[config.mk]
export PLATFORM = sky130hd
export DESIGN_NAME = vga_ctrl_flat
export DESIGN_NICKNAME = d
export VERILOG_FILES = /design/src/rtl/vga_pkg.sv /design/src/rtl/vga_if.sv /design/src/rtl/vga_sync_cnt.sv /design/src/rtl/vga_ctrl.sv /design/src/flat_wrapper.sv
export SDC_FILE = /design/constraint.sdc
export NUM_CORES = 1
export LEC_CHECK = 0
export ABC_AREA = 1
export ABC_CLOCK_PERIOD_IN_PS = 5000
export BUFFER_PORTS_ARGS = -buffer_cell sky130_fd_sc_hd__buf_2
export CAP_MARGIN = 10
export CORE_MARGIN = 2
export CORE_UTILIZATION = 55
export CTS_CLUSTER_DIAMETER = 50
export DETAILED_ROUTE_END_ITERATION = 6
export HOLD_SLACK_MARGIN = 0.05
export PLACE_DENSITY = 0.94
export SYNTH_ARGS = -nofsm -noshare
export SYNTH_HDL_FRONTEND = slang
export SYNTH_HIERARCHICAL = 1
export SYNTH_SLANG_ARGS = --single-unit
[constraint.sdc]
create_clock -name vga_clk -period 5 [get_ports vga_clk]
set_input_delay 0.5 -clock vga_clk [delete_from_list [all_inputs] [get_ports vga_clk]]
set_output_delay 0.5 -clock vga_clk [all_outputs]
set_load 0.02 [all_outputs]
[src/rtl/vga_pkg.sv]
// vga_pkg -- shared definitions for the 640x480@60 VGA timing controller.
//   Timing constants: H_*/V_* in pixel clocks / lines, plus H_TOTAL, V_TOTAL.
//   Counter and pixel types (cnt_t, DATA_W), RGB565 colour constants,
//   and the controller FSM state encoding.
package vga_pkg;

  localparam int H_SYNC  = 96;
  localparam int H_BACK  = 48;
  localparam int H_VALID = 640;
  localparam int H_FRONT = 16;
  localparam int H_TOTAL = H_SYNC + H_BACK + H_VALID + H_FRONT;  // 800

  localparam int V_SYNC  = 2;
  localparam int V_BACK  = 33;
  localparam int V_VALID = 480;
  localparam int V_FRONT = 10;
  localparam int V_TOTAL = V_SYNC + V_BACK + V_VALID + V_FRONT;  // 525

  // Both totals fit in 10 bits, which is also the pic_x/pic_y width.
  localparam int CNT_W  = 10;
  localparam int DATA_W = 16;

  typedef logic [CNT_W-1:0]  cnt_t;
  typedef logic [DATA_W-1:0] pixel_t;

  // RGB565 colours
  localparam pixel_t RGB_BLACK = 16'h0000;
  localparam pixel_t RGB_WHITE = 16'hFFFF;

  typedef enum logic [1:0] {
    ST_IDLE  = 2'd0,
    ST_RUN   = 2'd1,
    ST_DRAIN = 2'd2
  } state_t;

endpackage

[src/rtl/vga_if.sv]
// vga_if -- link between the timing controller, the picture generator and
// the display.
//   pic_x/pic_y/pix_req : pixel request to the generator
//   pic_data            : generator reply, one cycle after pix_req
//   hsync/vsync         : active-low syncs
//   rgb/rgb_valid       : gated pixel stream to the display
// Modports: master = controller, slave = generator/display side.
interface vga_if;
  import vga_pkg::*;

  cnt_t   pic_x;
  cnt_t   pic_y;
  logic   pix_req;
  pixel_t pic_data;
  logic   hsync;
  logic   vsync;
  pixel_t rgb;
  logic   rgb_valid;

  modport master (
    output pic_x, pic_y, pix_req, hsync, vsync, rgb, rgb_valid,
    input  pic_data
  );

  modport slave (
    input  pic_x, pic_y, pix_req, hsync, vsync, rgb, rgb_valid,
    output pic_data
  );

endinterface

[src/rtl/vga_sync_cnt.sv]
// vga_sync_cnt -- free-running horizontal/vertical position counters.
//   vga_clk : pixel clock
//   rst     : asynchronous active-high reset (counters to 0,0)
//   clear   : hold both counters at 0 (controller idle)
//   h_cnt   : column 0..H_TOTAL-1
//   v_cnt   : line 0..V_TOTAL-1, steps when h_cnt wraps
//   last    : current position is the final pixel of the frame
module vga_sync_cnt
  import vga_pkg::*;
#(
  parameter int H_TOTAL = vga_pkg::H_TOTAL,
  parameter int V_TOTAL = vga_pkg::V_TOTAL
) (
  input  logic vga_clk,
  input  logic rst,
  input  logic clear,
  output cnt_t h_cnt,
  output cnt_t v_cnt,
  output logic last
);

  localparam cnt_t H_LAST = cnt_t'(H_TOTAL - 1);
  localparam cnt_t V_LAST = cnt_t'(V_TOTAL - 1);

  logic h_last;

  assign h_last = (h_cnt == H_LAST);
  assign last   = h_last && (v_cnt == V_LAST);

  // NOTE: registers use non-blocking assignments so every flop samples the
  // pre-edge value of its neighbours, independent of process ordering.
  always_ff @(posedge vga_clk or posedge rst) begin
    if (rst) begin
      h_cnt <= '0;
      v_cnt <= '0;
    end else if (clear) begin
      h_cnt <= '0;
      v_cnt <= '0;
    end else if (h_last) begin
      h_cnt <= '0;
      v_cnt <= (v_cnt == V_LAST) ? cnt_t'(0) : v_cnt + cnt_t'(1);
    end else begin
      h_cnt <= h_cnt + cnt_t'(1);
    end
  end

endmodule

[src/rtl/vga_ctrl.sv]
// vga_ctrl -- 640x480@60 VGA timing controller.
//   vga_clk     : pixel clock (25.175 MHz nominal)
//   rst         : asynchronous active-high reset
//   en          : 1 = run/resume, 0 = stop at the end of the current frame
//   bus         : vga_if.master -- pixel request, generator reply, syncs, rgb
//   frame_start : 1-cycle pulse at h=0, v=0 while running
//   busy        : controller is not idle
//   frame_cnt   : frames started, wraps at 16 bits
//                 (present only when VGA_CTRL_FRAME_CNT_EN is defined)
// Requests lead the active pixel by one cycle so the generator's registered
// reply lands exactly in the display window.
module vga_ctrl
  import vga_pkg::*;
#(
  parameter int H_SYNC  = vga_pkg::H_SYNC,
  parameter int H_BACK  = vga_pkg::H_BACK,
  parameter int H_VALID = vga_pkg::H_VALID,
  parameter int H_FRONT = vga_pkg::H_FRONT,
  parameter int V_SYNC  = vga_pkg::V_SYNC,
  parameter int V_BACK  = vga_pkg::V_BACK,
  parameter int V_VALID = vga_pkg::V_VALID,
  parameter int V_FRONT = vga_pkg::V_FRONT
) (
  input  logic        vga_clk,
  input  logic        rst,
  input  logic        en,
  vga_if.master       bus,
  output logic        frame_start,
  output logic        busy
`ifdef VGA_CTRL_FRAME_CNT_EN
  ,
  output logic [15:0] frame_cnt
`endif
);

  localparam int H_TOTAL = H_SYNC + H_BACK + H_VALID + H_FRONT;
  localparam int V_TOTAL = V_SYNC + V_BACK + V_VALID + V_FRONT;
  localparam int HS      = H_SYNC + H_BACK;
  localparam int VS      = V_SYNC + V_BACK;

  localparam cnt_t H_SYNC_END = cnt_t'(H_SYNC);
  localparam cnt_t H_REQ_BEG  = cnt_t'(HS - 1);
  localparam cnt_t H_REQ_END  = cnt_t'(HS + H_VALID - 1);
  localparam cnt_t H_ACT_BEG  = cnt_t'(HS);
  localparam cnt_t H_ACT_END  = cnt_t'(HS + H_VALID);
  localparam cnt_t V_SYNC_END = cnt_t'(V_SYNC);
  localparam cnt_t V_ACT_BEG  = cnt_t'(VS);
  localparam cnt_t V_ACT_END  = cnt_t'(VS + V_VALID);

  state_t state;
  state_t state_nxt;
  cnt_t   h_cnt;
  cnt_t   v_cnt;
  logic   last;
  logic   active;
  logic   in_v;

  logic   hsync_c;
  logic   vsync_c;
  logic   pix_req_c;
  logic   rgb_valid_c;
  logic   frame_start_c;
  cnt_t   pic_x_c;
  cnt_t   pic_y_c;

  assign active = (state != ST_IDLE);

  // Idle holds the counters at 0 so the first running cycle is h=0, v=0.
  // Leaving RUN/DRAIN on the last pixel needs no explicit load: the wrap
  // already brings the counters to 0.
  vga_sync_cnt #(
    .H_TOTAL (H_TOTAL),
    .V_TOTAL (V_TOTAL)
  ) u_sync_cnt (
    .vga_clk (vga_clk),
    .rst     (rst),
    .clear   (!active),
    .h_cnt   (h_cnt),
    .v_cnt   (v_cnt),
    .last    (last)
  );

  always_ff @(posedge vga_clk or posedge rst) begin
    if (rst) state <= ST_IDLE;
    else     state <= state_nxt;
  end

  // DRAIN only differs from RUN in what happens at the last pixel; a stop
  // request never truncates a frame, and re-raising en resumes in place.
  always_comb begin
    state_nxt = state;
    unique case (state)
      ST_IDLE:  if (en) state_nxt = ST_RUN;
      ST_RUN:   if (!en) state_nxt = last ? ST_IDLE : ST_DRAIN;
      ST_DRAIN: begin
        if (en)        state_nxt = ST_RUN;
        else if (last) state_nxt = ST_IDLE;
      end
      default:  state_nxt = ST_IDLE;
    endcase
  end

  assign in_v = (v_cnt >= V_ACT_BEG) && (v_cnt < V_ACT_END);

  // NOTE: every output gets its idle value first, so no path through the
  // block leaves a signal unassigned and no latch is inferred.
  always_comb begin
    hsync_c       = 1'b1;
    vsync_c       = 1'b1;
    pix_req_c     = 1'b0;
    rgb_valid_c   = 1'b0;
    frame_start_c = 1'b0;
    pic_x_c       = '0;
    pic_y_c       = '0;
    if (active) begin
      hsync_c       = (h_cnt >= H_SYNC_END);
      vsync_c       = (v_cnt >= V_SYNC_END);
      pix_req_c     = in_v && (h_cnt >= H_REQ_BEG) && (h_cnt < H_REQ_END);
      rgb_valid_c   = in_v && (h_cnt >= H_ACT_BEG) && (h_cnt < H_ACT_END);
      frame_start_c = (h_cnt == '0) && (v_cnt == '0);
      if (pix_req_c) begin
        pic_x_c = h_cnt - H_REQ_BEG;
        pic_y_c = v_cnt - V_ACT_BEG;
      end
    end
  end

  assign bus.hsync     = hsync_c;
  assign bus.vsync     = vsync_c;
  assign bus.pix_req   = pix_req_c;
  assign bus.pic_x     = pic_x_c;
  assign bus.pic_y     = pic_y_c;
  assign bus.rgb_valid = rgb_valid_c;
  assign bus.rgb       = rgb_valid_c ? bus.pic_data : RGB_BLACK;
  assign frame_start   = frame_start_c;
  assign busy          = active;

`ifdef VGA_CTRL_FRAME_CNT_EN
  // Counts on the edge that ends the frame_start cycle; 16-bit wrap is free.
  always_ff @(posedge vga_clk or posedge rst) begin
    if (rst)              frame_cnt <= '0;
    else if (frame_start) frame_cnt <= frame_cnt + 16'd1;
  end
`endif

endmodule

[src/flat_wrapper.sv]
// flat-port wrapper written by rule: the top's interface ports become plain ports
module vga_ctrl_flat import vga_pkg::*;
#(
  parameter int H_SYNC  = vga_pkg::H_SYNC,
  parameter int H_BACK  = vga_pkg::H_BACK,
  parameter int H_VALID = vga_pkg::H_VALID,
  parameter int H_FRONT = vga_pkg::H_FRONT,
  parameter int V_SYNC  = vga_pkg::V_SYNC,
  parameter int V_BACK  = vga_pkg::V_BACK,
  parameter int V_VALID = vga_pkg::V_VALID,
  parameter int V_FRONT = vga_pkg::V_FRONT
)
  (vga_clk, rst, en, frame_start, busy, bus_pic_x, bus_pic_y, bus_pix_req, bus_hsync, bus_vsync, bus_rgb, bus_rgb_valid, bus_pic_data);
  vga_if bus_i ();
  input  logic vga_clk;
  input  logic rst;
  input  logic en;
  output logic frame_start;
  output logic busy;
  output wire logic [$bits(bus_i.pic_x)-1:0] bus_pic_x;
  output wire logic [$bits(bus_i.pic_y)-1:0] bus_pic_y;
  output wire logic [$bits(bus_i.pix_req)-1:0] bus_pix_req;
  output wire logic [$bits(bus_i.hsync)-1:0] bus_hsync;
  output wire logic [$bits(bus_i.vsync)-1:0] bus_vsync;
  output wire logic [$bits(bus_i.rgb)-1:0] bus_rgb;
  output wire logic [$bits(bus_i.rgb_valid)-1:0] bus_rgb_valid;
  input wire logic [$bits(bus_i.pic_data)-1:0] bus_pic_data;
  assign bus_pic_x = bus_i.pic_x;
  assign bus_pic_y = bus_i.pic_y;
  assign bus_pix_req = bus_i.pix_req;
  assign bus_hsync = bus_i.hsync;
  assign bus_vsync = bus_i.vsync;
  assign bus_rgb = bus_i.rgb;
  assign bus_rgb_valid = bus_i.rgb_valid;
  assign bus_i.pic_data = bus_pic_data;
  vga_ctrl #(.H_SYNC(H_SYNC), .H_BACK(H_BACK), .H_VALID(H_VALID), .H_FRONT(H_FRONT), .V_SYNC(V_SYNC), .V_BACK(V_BACK), .V_VALID(V_VALID), .V_FRONT(V_FRONT)) u_core (.vga_clk(vga_clk), .rst(rst), .en(en), .bus(bus_i), .frame_start(frame_start), .busy(busy));
endmodule
==> results.md <==
- Post-DRT Antenna Nets: 0
- Diode count: 0
- Filler instances: 348
- # setup viols final: 0
- CP peak stage delay: 510 ps
- Worst-Margin Slew: 776 ps
- Die ar.: 4740 um2
- Synth area leaders: dfrtp_1 24%, nand2_1 10%, inv_1 10%, nand3_1 7.8%, nor2_1 7.6%
- Synth Net Count: 372
- Yosys reg bits: 22
- Clk root buf: clkbuf_8
- Cell mode on critical path: nor2_1
- Clk sinks: 22
- Area Overhead vs Synth: 15.5%
- Number of global-route vias before repair: 1,960
- Synth cell types: 32
- Outcome: completed
- Resized cells post-CTS: 0
- Most frequent cell after synthesis: nand2_1
- First-pass GRT wire length: 7890 um
- Maxcap violations: 0
- Core area: 4030 um2
- Crit-path max FO: 21
- Static leakage: 1.61 nW
- Gp weighted congestion: 0.884
- Post-DR wirelength/cell: 10.9 um
- Max-slew headroom: 48.1%
- Number of synthesized flops with an enable pin: 0
- Worst EP required: 4500 ps
- Die width: 68.9 um
- Initial core utilization: 57.5%
- Unrepaired setup endpoints after global routing: false
- Clock Path Buffers: 2
- Worst path bufs/invs: 2
- Vias post-DR: 2,329
- Post-Syn Area: 2310 um2
- Area share of the largest cell type after synthesis: 23.8%
- Ys async rst share: 100%
- Post-detail-place hpwl: 3870 um
- Pwr/cell area: 149 nW/um2
- CTS tree: yes
- Worst hold slack: 85.6 ps
- Hold_buf cts: 0
- Drc violations: 0
- Mean Syn Cell Area: 6.71 um2
- Post-CTS Setup Inserts: 0
- Tcrit/Tclk final: 55.6%
- Total track usage: 21.8%
- Skew final: 1.91 ps
- Synth warn: 6
- CP max-delay cell: dfrtp_1
- WS Path Type: register to primary output
- Final #Nets: 432
- Worst Hold Class: input port to asynchronous set/reset pin
- Router iterations before antenna repair: 4
- Max Freq: 360 MHz
- Die H: 68.9 um
- H-tree depth: 1
- Layout cells sized above 1: 29.5%
- Rows: 23
- Cell taking the most area after synthesis: dfrtp_1
- Latest clock arrival within the worst-skew pair: 260 ps
- Critical Path Source Type: register
- Post-Syn Instances: 345
- Number of I/O port buffers: 60
- Top FF cell, synth: dfrtp_1
- Hold Violations, Final: 0
- Sequential element share of the synthesized area: 23.8%
- Clock-pin slew on the worst setup and hold paths: 80 ps
- Crit-path cells: ha_1 > inv_1 > nand3_2 > nor2_1 > nor2_1 > nor2_4 > nand2_2 > nor2_2 > buf_2
- Inserted Clock Buffers: 3
- CP delay by family, top: simple AND/OR/NAND/NOR gates
- Total gr overflow: 0
- DR vias/cell: 5.13
- Final setup TNS: 0 ps
- Largest net degree at the start of global routing: 22
- Wirelength, routed: 4950 um
- Slew Viols, Final: 0
- # IOs: 61
- Drt initial violations: 114
- Top cells by count, synth: 64 x nand2_1, 62 x inv_1, 47 x nor2_1, 36 x nand3_1, 22 x dfrtp_1
- Max VDD drop: 0.0982 mV
- CP endpoint kind: primary output
- Crit path DAT: 2280 ps
- Fin crit period: 2780 ps
- Initial antenna violation count: 0
[cell type report]
cell class                 instances  area (um2)  share of cell area (%)
clock buffer                       4        55.1                    2.06
inverter                          66         248                    9.27
multi-input combinational        252        1460                    54.5
sequential                        22         551                    20.6
tap                               50        62.6                    2.34
timing repair buffer              60         300                    11.2
[where the power goes]
| part | switching, mW | leakage [nW] | total [mW] | internal (mW) |
|---|---|---|---|---|
| clock | 0.0563 | 0.0288 | 0.126 | 0.0701 |
| combinational | 0.0468 | 1.28 | 0.0735 | 0.0266 |
| sequential | 0.0144 | 0.301 | 0.200 | 0.185 |
[path summary, 6_finish.rpt]
kind                            slack, ps  cells past startpoint                    endpoint                  startpoint
min in group vga_clk                  400                      2             u_core/state[1]                          en
worst max-delay path                 2220                      9                bus_pic_y[7]  u_core/u_sync_cnt/v_cnt[0]
max in group asynchronous            4170                      2  u_core/u_sync_cnt/h_cnt[9]                         rst
worst max register to register       3220                      5  u_core/u_sync_cnt/v_cnt[8]             u_core/state[0]
worst min-delay path                   90                      2             u_core/state[1]                         rst
worst min register to register        540                      3             u_core/state[0]             u_core/state[1]
[through the flow]
step           setup WS (ps)  area [um2]  power [mW]  util, %  instances
6_report                2220        2670       0.400     66.4        454
2_1_floorplan           2920        2310       0.253        -        345
3_5_place_dp            2480        2620       0.277     65.0        450
4_1_cts                 2190        2670       0.404     66.4        454
3_3_place_gp            2550        2620       0.275     65.0        450
5_1_grt                 2030        2670       0.423     66.4        454
[sequential cells by signal, indices dropped and copies added, names as in the netlist]
register	count
u_core/u_sync_cnt/v_cnt	10
u_core/u_sync_cnt/h_cnt	10
u_core/state	2
[worst reg2reg max path: cells and delay by family, from the launching register on]
| family | cells | cell delay, ps |
|---|---|---|
| simple gates | 4 | 1030 |
| flops | 1 | 390 |
| buf+inv | 1 | 320 |
[layer usage]
layer  global-route usage [%]  vias to the layer above  routed length [um]
met5                        0                        -                   0
met4                     10.0                        0                  86
met3                     1.46                        8                 444
met2                     40.6                       98                2400
met1                     25.3                     1033                2020
li1                         -                     1190                   -
[kinds of logic after synthesis]
family | synth area share, %
simple gates | 50.8
buf+inv | 13.2
flops | 23.8
xor+xnor | 4.92
compound gates | 2.92
fa+ha+maj | 4.32
[layout by cell type (no fill, tap or decap), drive strengths merged, types with 5 or more instances in the layout]
master	Yosys	layout
nand2	73	73
ha	8	8
nor3	7	7
nand4	12	12
dfrtp	22	22
nand3	40	40
a21oi	5	5
buf	5	60
xor2	10	10
inv	65	65
nor2	83	83
(Power assumes the default switching activity.)
